[config.mk]
export PLATFORM = sky130hd
export DESIGN_NAME = board_view_renderer_flat
export DESIGN_NICKNAME = d
export VERILOG_FILES = /design/src/rtl/board_view_renderer_if.sv /design/src/rtl/board_view_renderer.sv /design/src/flat_wrapper.sv
export SDC_FILE = /design/constraint.sdc
export NUM_CORES = 1
export LEC_CHECK = 0
export ABC_AREA = 1
export BUFFER_PORTS_ARGS = -buffer_cell sky130_fd_sc_hd__buf_2
export CAP_MARGIN = 25
export CORE_ASPECT_RATIO = 0.6
export CORE_MARGIN = 2
export CORE_UTILIZATION = 55
export DETAILED_ROUTE_END_ITERATION = 10
export PLACE_DENSITY = 0.88
export REMOVE_ABC_BUFFERS = 1
export SYNTH_ARGS = -nofsm -noshare
export SYNTH_HDL_FRONTEND = slang
export SYNTH_SLANG_ARGS = --single-unit
[constraint.sdc]
create_clock -name clk -period 3.2 [get_ports clk]
set_clock_uncertainty 0.05 [all_clocks]
set_input_delay 0.64 -clock clk [delete_from_list [all_inputs] [get_ports clk]]
set_output_delay 0.64 -clock clk [all_outputs]
set_load 0.005 [all_outputs]
[src/rtl/board_view_renderer_if.sv]
// Board-memory read port, sprite-ROM read port and VGA pixel-write port of the
// board view renderer, bundled so the renderer sees them as one bus.
interface board_view_renderer_if #(
    parameter int BOARD_N  = 8,
    parameter int CELL_PX  = 28,
    parameter int COLOUR_W = 3
);
    localparam int CW   = $clog2(BOARD_N);
    localparam int PW   = $clog2(CELL_PX);
    localparam int SA_W = 4 + 2 * PW;

    logic [CW-1:0]       view_x;
    logic [CW-1:0]       view_y;
    logic [3:0]          data_out_view;
    logic [SA_W-1:0]     sprite_addr;
    logic [COLOUR_W-1:0] sprite_data;
    logic [8:0]          x;
    logic [7:0]          y;
    logic [COLOUR_W-1:0] colour;
    logic                writeEn;

    modport master (
        output view_x, view_y, sprite_addr, x, y, colour, writeEn,
        input  data_out_view, sprite_data
    );

    modport slave (
        input  view_x, view_y, sprite_addr, x, y, colour, writeEn,
        output data_out_view, sprite_data
    );
endinterface

[src/rtl/board_view_renderer.sv]
// Draws the game board (or one cell of it) into a VGA frame buffer, one pixel per
// cycle, fetching each cell's piece and then its sprite, with an optional select box.
module board_view_renderer #(
    parameter int                  BOARD_N       = 8,
    parameter int                  CELL_PX       = 28,
    parameter int                  ORIGIN_X      = 8,
    parameter int                  ORIGIN_Y      = 8,
    parameter int                  COLOUR_W      = 3,
    parameter logic [COLOUR_W-1:0] BG_COLOUR     = '0,
    parameter logic [COLOUR_W-1:0] SEL_COLOUR_P0 = COLOUR_W'(4),
    parameter logic [COLOUR_W-1:0] SEL_COLOUR_P1 = COLOUR_W'(1)
) (
    input  logic                       clk,
    input  logic                       reset,
    input  logic                       start,
    input  logic                       mode,
    input  logic [$clog2(BOARD_N)-1:0] upd_x,
    input  logic [$clog2(BOARD_N)-1:0] upd_y,
    input  logic [$clog2(BOARD_N)-1:0] box_x,
    input  logic [$clog2(BOARD_N)-1:0] box_y,
    input  logic                       current_player,
    input  logic                       winning_msg,
    output logic                       busy,
    output logic                       done,
    board_view_renderer_if.master      bus
);
    localparam int CW = $clog2(BOARD_N);
    localparam int PW = $clog2(CELL_PX);
    localparam logic [CW-1:0] CELL_LAST = CW'(BOARD_N - 1);
    localparam logic [PW-1:0] PX_LAST   = PW'(CELL_PX - 1);

    typedef enum logic [2:0] {IDLE, RD_CELL, LATCH, DRAW, DONE} state_t;

    state_t        state_q, state_d;
    logic          mode_q, mode_d;
    logic [CW-1:0] box_x_q, box_x_d;
    logic [CW-1:0] box_y_q, box_y_d;
    logic          player_q, player_d;
    logic          win_q, win_d;
    logic [CW-1:0] cx_q, cx_d;
    logic [CW-1:0] cy_q, cy_d;
    logic [PW-1:0] px_q, px_d;
    logic [PW-1:0] py_q, py_d;
    logic [3:0]    piece_q, piece_d;
    logic [8:0]    x_q, x_d;
    logic [7:0]    y_q, y_d;
    logic          wr_q, wr_d;
    logic          box_pix_q, box_pix_d;
    logic          empty_q, empty_d;

    logic last_cell;
    logic on_border;

    always_comb begin
        last_cell = mode_q || ((cx_q == CELL_LAST) && (cy_q == CELL_LAST));
        on_border = (px_q == '0) || (px_q == PX_LAST) || (py_q == '0) || (py_q == PX_LAST);
    end

    always_comb begin
        state_d   = state_q;
        mode_d    = mode_q;
        box_x_d   = box_x_q;
        box_y_d   = box_y_q;
        player_d  = player_q;
        win_d     = win_q;
        cx_d      = cx_q;
        cy_d      = cy_q;
        px_d      = px_q;
        py_d      = py_q;
        piece_d   = piece_q;
        x_d       = x_q;
        y_d       = y_q;
        wr_d      = 1'b0;
        box_pix_d = box_pix_q;
        empty_d   = empty_q;

        case (state_q)
            IDLE: begin
                if (start) begin
                    state_d  = RD_CELL;
                    mode_d   = mode;
                    box_x_d  = box_x;
                    box_y_d  = box_y;
                    player_d = current_player;
                    win_d    = winning_msg;
                    cx_d     = mode ? upd_x : '0;
                    cy_d     = mode ? upd_y : '0;
                    px_d     = '0;
                    py_d     = '0;
                end
            end
            RD_CELL: state_d = LATCH;
            LATCH: begin
                piece_d = bus.data_out_view;
                state_d = DRAW;
            end
            DRAW: begin
                // Pixel attributes are staged one cycle so they line up with sprite_data.
                wr_d      = 1'b1;
                x_d       = 9'(ORIGIN_X) + 9'(cx_q) * 9'(CELL_PX) + 9'(px_q);
                y_d       = 8'(ORIGIN_Y) + 8'(cy_q) * 8'(CELL_PX) + 8'(py_q);
                box_pix_d = (cx_q == box_x_q) && (cy_q == box_y_q) && !win_q && on_border;
                empty_d   = (piece_q == 4'd0);
                if (px_q == PX_LAST) begin
                    px_d = '0;
                    if (py_q == PX_LAST) begin
                        py_d = '0;
                        if (last_cell) begin
                            state_d = DONE;
                        end else begin
                            state_d = RD_CELL;
                            if (cx_q == CELL_LAST) begin
                                cx_d = '0;
                                cy_d = cy_q + CW'(1);
                            end else begin
                                cx_d = cx_q + CW'(1);
                            end
                        end
                    end else begin
                        py_d = py_q + PW'(1);
                    end
                end else begin
                    px_d = px_q + PW'(1);
                end
            end
            DONE:    state_d = IDLE;
            default: state_d = IDLE;
        endcase
    end

    always_ff @(posedge clk) begin
        if (reset) begin
            state_q   <= IDLE;
            mode_q    <= 1'b0;
            box_x_q   <= '0;
            box_y_q   <= '0;
            player_q  <= 1'b0;
            win_q     <= 1'b0;
            cx_q      <= '0;
            cy_q      <= '0;
            px_q      <= '0;
            py_q      <= '0;
            piece_q   <= '0;
            x_q       <= '0;
            y_q       <= '0;
            wr_q      <= 1'b0;
            box_pix_q <= 1'b0;
            empty_q   <= 1'b0;
        end else begin
            state_q   <= state_d;
            mode_q    <= mode_d;
            box_x_q   <= box_x_d;
            box_y_q   <= box_y_d;
            player_q  <= player_d;
            win_q     <= win_d;
            cx_q      <= cx_d;
            cy_q      <= cy_d;
            px_q      <= px_d;
            py_q      <= py_d;
            piece_q   <= piece_d;
            x_q       <= x_d;
            y_q       <= y_d;
            wr_q      <= wr_d;
            box_pix_q <= box_pix_d;
            empty_q   <= empty_d;
        end
    end

    // The sprite ROM answers during the write cycle, so the colour mux sits after the flops.
    always_comb begin
        bus.colour = '0;
        if (wr_q) begin
            if (box_pix_q)    bus.colour = player_q ? SEL_COLOUR_P1 : SEL_COLOUR_P0;
            else if (empty_q) bus.colour = BG_COLOUR;
            else              bus.colour = bus.sprite_data;
        end
    end

    assign bus.view_x      = cx_q;
    assign bus.view_y      = cy_q;
    assign bus.sprite_addr = {piece_q, py_q, px_q};
    assign bus.x           = x_q;
    assign bus.y           = y_q;
    assign bus.writeEn     = wr_q;
    assign busy            = (state_q != IDLE);
    assign done            = (state_q == DONE);
endmodule

[src/flat_wrapper.sv]
// flat-port wrapper written by rule: the top's interface ports become plain ports
module board_view_renderer_flat 
#(
    parameter int                  BOARD_N       = 8,
    parameter int                  CELL_PX       = 28,
    parameter int                  ORIGIN_X      = 8,
    parameter int                  ORIGIN_Y      = 8,
    parameter int                  COLOUR_W      = 3,
    parameter logic [COLOUR_W-1:0] BG_COLOUR     = '0,
    parameter logic [COLOUR_W-1:0] SEL_COLOUR_P0 = COLOUR_W'(4),
    parameter logic [COLOUR_W-1:0] SEL_COLOUR_P1 = COLOUR_W'(1)
)
  (clk, reset, start, mode, upd_x, upd_y, box_x, box_y, current_player, winning_msg, busy, done, bus_view_x, bus_view_y, bus_sprite_addr, bus_x, bus_y, bus_colour, bus_writeEn, bus_data_out_view, bus_sprite_data);
  board_view_renderer_if #(.BOARD_N(BOARD_N), .CELL_PX(CELL_PX), .COLOUR_W(COLOUR_W)) bus_i ();
  input  logic clk;
  input  logic reset;
  input  logic start;
  input  logic mode;
  input  logic [$clog2(BOARD_N)-1:0] upd_x;
  input  logic [$clog2(BOARD_N)-1:0] upd_y;
  input  logic [$clog2(BOARD_N)-1:0] box_x;
  input  logic [$clog2(BOARD_N)-1:0] box_y;
  input  logic current_player;
  input  logic winning_msg;
  output logic busy;
  output logic done;
  output wire logic [$bits(bus_i.view_x)-1:0] bus_view_x;
  output wire logic [$bits(bus_i.view_y)-1:0] bus_view_y;
  output wire logic [$bits(bus_i.sprite_addr)-1:0] bus_sprite_addr;
  output wire logic [$bits(bus_i.x)-1:0] bus_x;
  output wire logic [$bits(bus_i.y)-1:0] bus_y;
  output wire logic [$bits(bus_i.colour)-1:0] bus_colour;
  output wire logic [$bits(bus_i.writeEn)-1:0] bus_writeEn;
  input wire logic [$bits(bus_i.data_out_view)-1:0] bus_data_out_view;
  input wire logic [$bits(bus_i.sprite_data)-1:0] bus_sprite_data;
  assign bus_view_x = bus_i.view_x;
  assign bus_view_y = bus_i.view_y;
  assign bus_sprite_addr = bus_i.sprite_addr;
  assign bus_x = bus_i.x;
  assign bus_y = bus_i.y;
  assign bus_colour = bus_i.colour;
  assign bus_writeEn = bus_i.writeEn;
  assign bus_i.data_out_view = bus_data_out_view;
  assign bus_i.sprite_data = bus_sprite_data;
  board_view_renderer #(.BOARD_N(BOARD_N), .CELL_PX(CELL_PX), .ORIGIN_X(ORIGIN_X), .ORIGIN_Y(ORIGIN_Y), .COLOUR_W(COLOUR_W), .BG_COLOUR(BG_COLOUR), .SEL_COLOUR_P0(SEL_COLOUR_P0), .SEL_COLOUR_P1(SEL_COLOUR_P1)) u_core (.clk(clk), .reset(reset), .start(start), .mode(mode), .upd_x(upd_x), .upd_y(upd_y), .box_x(box_x), .box_y(box_y), .current_player(current_player), .winning_msg(winning_msg), .busy(busy), .done(done), .bus(bus_i));
endmodule
After elaboration in Yosys (flattened, before gate mapping)
Index checks and enable logic that the tools add are counted.
Storage, ports and cells
  register bits after elaboration: 52
  bits in latches: 0
  memory bits (writable): 0
  memory bits (read-only): 0
  input port bits: 25
  output and inout bits: 43
  logic and storage cells: 92
  memories kept: 0
Cells by class
  add/sub/neg operators: 8
  $mul: 2
  divide/modulo/power cells: 0
  magnitude comparators: 0
  eq/ne operators: 15
  shift operators: 0
  mux-type cells: 30
  bitwise gates (word level): 0
  reductions and logical operators: 21
Operator list (number)
  $mux W3: 20
  $mux W5: 4
  $pmux W5 S2: 2
  $mul A3 B3 Y6 const B: 2
  $pmux W3 S2: 2
  $pmux W3 S4: 1
  $add A5 B1 Y5 const B: 2
  $eq A5 B5 Y1 const B: 2
  $logic_not A5 Y1: 2
  $add A4 B8 Y9 const A: 1
  $add A9 B5 Y9: 1
  $eq A3 B3 Y1 const B: 3
  $add A4 B8 Y8 const A: 1
  $add A8 B5 Y8: 1
  $add A3 B1 Y3 const B: 2
  $eq A3 B2 Y1 const B: 2
  $eq A3 B3 Y1: 2
  $ne A2 B1 Y1 const B: 3
  $reduce_and A3 Y1: 2
  $reduce_and A6 Y1: 1
  $reduce_and A5 Y1: 1
  $logic_and A1 B1 Y1: 4
  $logic_not A4 Y1: 1
  $logic_or A1 B1 Y1: 4
  other kinds (8): 10

Logic depth before layout (Yosys ltp)
  depth after elaboration: 7
  mapped depth: 14
  gate-level depth less buffers: 14

Worst setup path before layout
OpenSTA, ideal clock, no wires.
  kind: register to register
  from: register u_core.cy_q[1], in the netlist u_core.bus.view_y[1]
  to: register u_core.y_q[7], in the netlist u_core.bus.y[7]
  data arrival time: 2.597 ns
  required time: 3.041 ns
  path slack: 0.445 ns
  stages on the path, launching flop included: 13
  period minus slack after synthesis: 2.755 ns
  cell sequence: dfxtp_1 > fa_1 > ha_1 > ha_1 > inv_1 > fa_1 > or2_2 > nand2_1 > nand2_1 > nand2_1 > nand3_1 > nand2_1 > inv_1
Between the ends
  cells in the longest elaborated chain, start to end: 3
RTL lines
  start, declared: line board_view_renderer.sv:41  | logic [CW-1:0] cy_q, cy_d;
  start signal, assigned: line board_view_renderer.sv:157  | cy_q <= cy_d;
  $mul A3 B3 Y6: line board_view_renderer.sv:101  | y_d = 8'(ORIGIN_Y) + 8'(cy_q) * 8'(CELL_PX) + 8'(py_q);
  $add A4 B8 Y8: line board_view_renderer.sv:101
  $add A8 B5 Y8: line board_view_renderer.sv:101
  end signal, assigned: line board_view_renderer.sv:162  | y_q <= y_d;
  end, declared: line board_view_renderer.sv:46  | logic [7:0] y_q, y_d;
No other way between the ends.
A chain may end at the register's enable or synchronous reset.

Worst setup path after layout
  from: register u_core.cy_q[2], in the netlist u_core.bus.view_y[2]
  to: register u_core.y_q[7], in the netlist u_core.bus.y[7]
The elaborated chain is that of the path after synthesis.

==> flow_summary.ini <==
[route]
viasPerCell = 5.05
dr_total_vias = 3026
drt-pass1-iter-count = 5
drt_iter0_drc = 185
avgRoutedWirePerCell_um = 12.3
wirelength_um = 7380
drtAntennaViolNets = 0
drc = 0

[place]
dp_hpwl_um = 5560
globalplace.congestion = 0.867
port_buffers = 67
pre_cts_slack_ns = 0.276

[layout]
antenna_cells = 0
finish.utilization = 0.657
area_growth_pct = 15.1
drive_above_1_share = 0.175
fin_nets = 579
n_fill_cell = 538

[clock_tree]
cts_resized = 0
cts_tree = built
path_clk_slew_ns = 0.09
cts_setup_buffers = 0
hold_buffers = 0
cts_root_buf = clkbuf_8
htreeDepth = 2
clk_path_buf_depth = 2
cts_sinks = 52
clkLatencyLatePin_ns = 0.30
numCtsBuffers = 5

[flow_run]
cap_violations = 0

[timing]
period_needed_ns = 2.95
worst_slew_pin_slew_ns = 0.497
fin_setup_tns_ns = 0
hold_viol = 0
rsz0062_at_grt = no
final.period_utilization = 0.922
finalSetupViolCount = 0
fin_ws_ns = 0.250
slew_headroom = 0.669
fmax_mhz = 339
drv_slew = 0

[critical_path]
worstSetupStartpoint = u_core.bus.view_y[2]$_SDFFE_PP0P_
r2r-end = u_core.bus.y[7]$_SDFFE_PP0P_
end_kind = flip-flop
rr_startpoint = u_core.bus.view_y[2]$_SDFFE_PP0P_
crit_family = adder cells
worstSetupPathType = flip-flop to flip-flop
worstPathMaxFanout = 9
path_buf_inv = 2
r2r_slack_ns = 0.25
ff2ff_path_depth = 12
crit_chain = fa_1, ha_1, ha_1, inv_1, fa_1, or2_2, nand2_1, nand2_1, nand2_1, nand3_1, nand2_1, inv_1
worstPathArrival_ns = 3.11
startpoint_type = flip-flop
crit_slowest_cell = dfxtp_1
max_stage_delay_ns = 0.54
cp.required_ns = 3.36
crit_path_frequent_cell = nand2_1

[grt]
antenna_found_initial = 0
grt_overflow_total = 0
grt_pass1_wl_um = 12500
grt_max_degree = 36
first_global_vias = 2712
grt_usage = 0.241

[synthesis]
synth_cell_types = 33
synth_area_leader_cell = dfxtp_1
synth_edf_count = 0
ys_top_cells_by_area = dfxtp_1, nand2_1, ha_1, inv_1, nor2_1
async_flop_share = 0
ys_seq_area_frac = 0.326
synth.avg_cell_area_um2 = 7.05
syn_inst = 453
synth_ff_type = dfxtp_1
syn_area_um2 = 3190
synth-seq-cells = 52
synth_common_cells = nand2_1, inv_1, nor2_1
ys_warn_count = 0
post-synth-top-count-cell = nand2_1
netlist.area_leader.share = 0.326

[floorplanning]
dieArea_um2 = 6450
initial_core_util = 0.571
num_io_pins = 68
rows = 21
die_x_um = 102
coreArea_um2 = 5600
die_h_um = 63.0

[worst_hold_path]
hold_path_depth = 2
hold_path_end = u_core.win_q$_SDFFE_PP0P_
worstHoldPathType = flip-flop to flip-flop
hp-start = u_core.win_q$_SDFFE_PP0P_

[power]
leakage_nw = 1.95
pwr_density_cell_nw_per_um2 = 575
vdd_drop_max_v = 0.000267

[outcome]
status = completed
area by class of cell:
cell class | count | area [µm²] | area share
inverter | 70 | 265 | 0.0722
tap | 80 | 100 | 0.0272
timing repair buffer | 69 | 350 | 0.0953
clock buffer | 6 | 82.6 | 0.0225
sequential | 52 | 1040 | 0.283
multi-input combinational | 320 | 1830 | 0.497
clock inverter | 2 | 10.0 | 0.00272
per-stage QoR:
stage / hold WS (ns) / instances / cell area [µm²] / power, W
after global routing: 0.446 / 599 / 3670 / 0.00232
after floorplan: 0.376 / 442 / 3130 / 0.00145
after global placement: 0.389 / 591 / 3580 / 0.00167
after CTS: 0.416 / 599 / 3670 / 0.00212
final: 0.419 / 599 / 3670 / 0.00211
after detailed placement: 0.403 / 591 / 3580 / 0.00173
registers in the layout, indices dropped and copies added (netlist names):
signal / cells
u_core.py_q: 5
u_core.bus.view_x: 3
u_core.piece_q: 4
u_core.state_q: 3
u_core.bus.view_y: 3
u_core.mode_q: 1
u_core.bus.x: 9
u_core.box_y_q: 3
u_core.px_q: 5
u_core.win_q: 1
u_core.box_x_q: 3
u_core.bus.y: 8
u_core.empty_q: 1
u_core.box_pix_q: 1
u_core.player_q: 1
u_core.bus.writeEn: 1
worst reg2reg max path, cell delays in order (launching register included):
cell and delay (ns):
dfxtp_1 0.54, fa_1 0.49, ha_1 0.28, ha_1 0.31, inv_1 0.07, fa_1 0.43, or2_2 0.32, nand2_1 0.09
nand2_1 0.05, nand2_1 0.07, nand3_1 0.07, nand2_1 0.08, inv_1 0.03
power breakdown:
part           switching, W  internal [W]
combinational      0.000539      0.000353
sequential        0.0000968      0.000737
clock              0.000215      0.000173
cells in the final DEF (no fill, tap or decap), drive strengths merged:
cell	count
nor3	1
ha	28
dfxtp	52
or2	1
xnor2	3
nand2	100
a22oi	1
clkinv	2
o211ai	1
xor2	2
o21ai	39
fa	8
a21oi	36
a211oi	1
clkbuf	6
nor4	1
nor2	68
nor3b	1
nand4	6
nand3	23
buf	69
inv	70
worst max path at each step:
stage / end / cells past startpoint
floorplan: u_core.bus.y[7]$_SDFFE_PP0P_ / 12
global placement: u_core.bus.y[7]$_SDFFE_PP0P_ / 12
detailed placement: u_core.bus.y[7]$_SDFFE_PP0P_ / 12
CTS: u_core.bus.y[7]$_SDFFE_PP0P_ / 12
global route: u_core.bus.y[7]$_SDFFE_PP0P_ / 12
finish: u_core.bus.y[7]$_SDFFE_PP0P_ / 12
logic make-up after synthesis:
family	count (synthesis)	share of synthesized area
AOI/OAI and AO/OA	78	0.125
DFF	52	0.326
xor gates and xnor gates	5	0.0137
and+or+nand+nor	201	0.274
buffers and inverters	81	0.102
adders and majority gates	36	0.160
layer usage:
metal	vias to the layer above	GRT usage	routed length, µm
met5	-	0	0
met2	90	0.392	3230
met1	1372	0.341	3610
met4	0	0.0217	15
met3	2	0.0526	527
li1	1562	-	-
(Power assumes the default switching activity.)
